### config.mk
export PLATFORM = sky130hd
export DESIGN_NAME = fetch_buffer
export DESIGN_NICKNAME = d
export VERILOG_FILES = /design/src/rtl/fetch_buffer.sv
export SDC_FILE = /design/constraint.sdc
export NUM_CORES = 1
export LEC_CHECK = 0
export ABC_AREA = 1
export CAP_MARGIN = 25
export CELL_PAD_IN_SITES_DETAIL_PLACEMENT = 1
export CELL_PAD_IN_SITES_GLOBAL_PLACEMENT = 1
export CORE_MARGIN = 3
export CORE_UTILIZATION = 46
export CTS_CLUSTER_DIAMETER = 120
export CTS_CLUSTER_SIZE = 24
export DETAILED_ROUTE_END_ITERATION = 8
export MAX_ROUTING_LAYER = met4
export PLACE_DENSITY_LB_ADDON = 0.1
export REMOVE_ABC_BUFFERS = 1
export SETUP_SLACK_MARGIN = 0.05
export SLEW_MARGIN = 20
export SYNTH_ARGS = -nofsm -noshare
export SYNTH_HDL_FRONTEND = slang
export SYNTH_SLANG_ARGS = --single-unit
### constraint.sdc
create_clock -name clk -period 5.14 [get_ports clk]
set_input_delay 1.028 -clock clk [delete_from_list [all_inputs] [get_ports clk]]
set_output_delay 1.028 -clock clk [all_outputs]
set_load 0.01 [all_outputs]
### src/rtl/fetch_buffer.sv
// fetch_buffer: circular instruction buffer accepting 2-slot fetch blocks and issuing one entry per cycle to decode
module fetch_buffer #(
  parameter int DEPTH = 8
) (
  input  logic                     clk,
  input  logic                     rst_n,
  input  logic                     flush,
  input  logic                     fetch_valid,
  output logic                     fetch_ready,
  input  logic [31:0]              fetch_pc,
  input  logic [63:0]              fetch_data,
  input  logic [1:0]               fetch_mask,
  output logic                     dec_valid,
  input  logic                     dec_ready,
  output logic [31:0]              dec_instr,
  output logic [31:0]              dec_pc,
  output logic [$clog2(DEPTH):0]   count
);
  localparam int AW = $clog2(DEPTH);
  logic [63:0]   mem [DEPTH];
  logic [AW-1:0] head, tail;
  logic [AW:0]   cnt;
  logic [1:0]    n;
  logic          enq, deq;
  assign n           = {1'b0, fetch_mask[0]} + {1'b0, fetch_mask[1]};
  assign fetch_ready = cnt <= (AW+1)'(DEPTH - 2);
  assign dec_valid   = cnt != '0;
  assign enq         = fetch_valid && fetch_ready;
  assign deq         = dec_valid && dec_ready;
  assign dec_pc      = mem[head][63:32];
  assign dec_instr   = mem[head][31:0];
  assign count       = cnt;
  always_ff @(posedge clk) begin
    if (!rst_n) begin
      head <= '0;
      tail <= '0;
      cnt  <= '0;
      for (int i = 0; i < DEPTH; i++) mem[i] <= '0;
    end else if (flush) begin
      head <= '0;
      tail <= '0;
      cnt  <= '0;
    end else begin
      if (enq && fetch_mask[0]) mem[tail] <= {fetch_pc, fetch_data[31:0]};
      if (enq && fetch_mask[1]) mem[tail + AW'(fetch_mask[0])] <= {fetch_pc + 32'd4, fetch_data[63:32]};
      if (enq) tail <= tail + AW'(n);
      if (deq) head <= head + AW'(1);
      cnt <= cnt + (enq ? (AW+1)'(n) : '0) - (AW+1)'(deq);
    end
  end
endmodule

==> summary.md <==
| Metric | Value |
|---|---|
| Status | `finished, final reports clean` |
| DRC | `0` |
| I/O Pins | `173` |
| Fraction of registers with async set/reset | `0%` |
| Max Fclk | `0.227 GHz` |
| Main synth FF type | `edfxtp_1` |
| Rel. slew slack | `24.7%` |
| Global-route wire length before repair | `165,000 um` |
| Die W | `257 um` |
| Leak | `13.0 nW` |
| Gr usage total | `33.4%` |
| Final Cycle Share | `85.9%` |
| Most common cell after layout, fill and taps aside | `nand2_1` |
| Area Growth Syn to Fin | `10.2%` |
| Number of synthesized flops with an enable pin | `512` |
| Critical path startpoint category | `flop` |
| CTS Buf Count | `25` |
| Maximum fanout along the worst path | `105` |
| Clock transition at path regs | `100 ps` |
| Hold buffer count at CTS | `0` |
| Crit Path Category | `reg2out` |
| Gpl congestion | `0.835` |
| Root buf cell | `clkbuf_16` |
| Die area | `65,800 sq um` |
| Placed Cells | `4,125` |
| Netlist cell types | `31` |
| DR vias | `25,810` |
| First-pass detailed-route iteration total | `5` |
| Max_cap viols | `0` |
| Synth Register Bits | `525` |
| CTS H-tree lvls | `1` |
| Cell Rows | `91` |
| Clock latency on the worst-skew pair | `600 ps` |
| Worst Path Arrival | `3380 ps` |
| CTS tree | `built` |
| Sink Count | `525` |
| Resize count post-CTS | `0` |
| Critical Path RT | `4110 ps` |
| I/O Buffers | `172` |
| Core Footprint | `61,900 sq um` |
| Nets | `3,436` |
| Peak VDD IR | `250 uV` |
| Setup crit end kind | `output pin` |
| HP Class | `reg2reg` |
| Crit-path cells | `buf_12 -> o21ai_0 -> o22ai_1 -> nand2_1 -> nand2_1 -> clkdlybuf4s50_1` |
| Synthesized area | `28,900 sq um` |
| Final WL | `108,000 um` |
| Routed len/inst | `26.0 um` |
| Finish-stage setup viols | `0` |
| Mapped Avg Cell Area | `8.56 sq um` |
| RSZ-0062 raised after global routing | `no` |
| Post-synthesis instance total | `3,375` |
| Crit path max-delay cell type | `dfxtp_4` |
| Worst-margin pin slew | `1130 ps` |
| Grt ovf | `0` |
| Final critical-path required period | `4410 ps` |
| HPWL after DPL | `60,800 um` |
| Final ANT Viol Nets | `0` |
| Routed vias/inst | `6.20` |
| DRT iter0 DRCs | `2,515` |
| CP max stage delay | `840 ps` |
| Share of cells above drive strength 1 | `4.06%` |
| Initial antenna violation count | `3` |
| Largest net degree at the start of global routing | `108` |
| Final Hold Viols | `0` |
| Final Max Slew Viols | `0` |
| Clk buf depth | `3` |
| Post-Route Skew | `20.0 ps` |
| Crit-path most repeated cell | `nand2_1` |
| Post-CTS setup buffer count | `0` |
| Total Power | `8.79 mW` |
| Starting Density | `46.6%` |
| Commonest non-fill, non-tap cells in the layout | `1,207 x nand2_1, 518 x nand3_1, 512 x edfxtp_1` |
| Synth warn | `0` |
| PwrDens | `276 nW/um^2` |
| Seq/Total Area, Yosys | `54.1%` |
| Die Ht | `257 um` |
| Vias in the first global route | `27,493` |
| Finished Layout Cells | `4,166` |
final timing paths:
check / from / endpoint / slack [ps] / cells past startpoint
worst max-delay path: flop / dec_pc[11] / 730 / 6
worst min-delay path: head[2] / flop / 490 / 2
worst max register to register: tail[0] / mem[3][56] / 2030 / 9
worst min register to register: head[2] / flop / 490 / 2
cell families after synthesis:
kind of cell	count (synthesis)	synth area share, %
AND/OR/NAND/NOR	1970	28.2
flip-flops	525	54.1
buffers and inverters	398	5.90
AO/OA/AOI/OAI	325	6.19
multiplexers	128	4.44
adder cells (fa/ha/maj)	15	0.702
XOR/XNOR	14	0.424
per-stage QoR:
step,utilization [%],setup slack (ps),hold WS (ps),TNS [ps],cell area [sq um]
final,51.4,727,490,0,31800
after global routing,51.4,617,527,0,31800
after CTS,51.3,750,486,0,31700
after detailed placement,50.2,1050,467,0,31100
after global placement,50.2,1160,452,0,31100
after floorplan,-,-7300,433,-575500,27500
area by class of cell:
cell class	instances	area, sq um
fill	7245	30100
sequential	525	15600
multi-input combinational	2452	11700
timing repair buffer	233	2440
tap	837	1050
clock buffer	34	659
inverter	81	307
antenna	3	7.51
clock inverter	1	5.00
flip-flops by register name, summed over array words and instances (netlist names), named ones only:
| name | count |
|---|---|
| mem | 512 |
| head | 3 |
| tail | 3 |
| count | 4 |
critical path: cells and delay by family, from the launching register on:
family                 cells  cell delay, ps
buffers and inverters      2            1030
DFF                        1             840
and+or+nand+nor            2             190
AOI/OAI and AO/OA          2             470
layer usage:
layer  global-route usage (%)  wire length (um)
met3                     3.50              7660
met4                     10.9              3460
met1                     41.9             43400
met2                     56.8             53900
met5                        -                 0
cell usage after synthesis (4+ instances only):
| library cell | instances | area share (%) |
|---|---|---|
| nand2_2 | 4 | 0.087 |
| mux2i_1 | 128 | 4.4 |
| buf_1 | 26 | 0.34 |
| o22ai_1 | 128 | 2.8 |
| nor2_1 | 213 | 2.8 |
| buf_2 | 92 | 1.6 |
| ha_1 | 13 | 0.56 |
| inv_1 | 68 | 0.88 |
| buf_6 | 6 | 0.23 |
| buf_4 | 6 | 0.16 |
| nand2_1 | 1214 | 16 |
| dfxtp_1 | 13 | 0.90 |
| a21oi_1 | 14 | 0.24 |
| nor2_2 | 6 | 0.13 |
| inv_2 | 11 | 0.14 |
| clkbuf_1 | 165 | 2.1 |
| nand3_1 | 522 | 9.0 |
| xnor2_1 | 5 | 0.15 |
| clkbuf_2 | 22 | 0.38 |
| edfxtp_1 | 512 | 53 |
| xor2_1 | 9 | 0.27 |
| nand3_2 | 4 | 0.14 |
| o21ai_0 | 180 | 3.1 |
where the power goes:
group	internal (mW)	switching [mW]
Clock	0.902	1.40
Combinational	0.549	0.979
Sequential	4.87	0.0808
(Power assumes the default switching activity.)
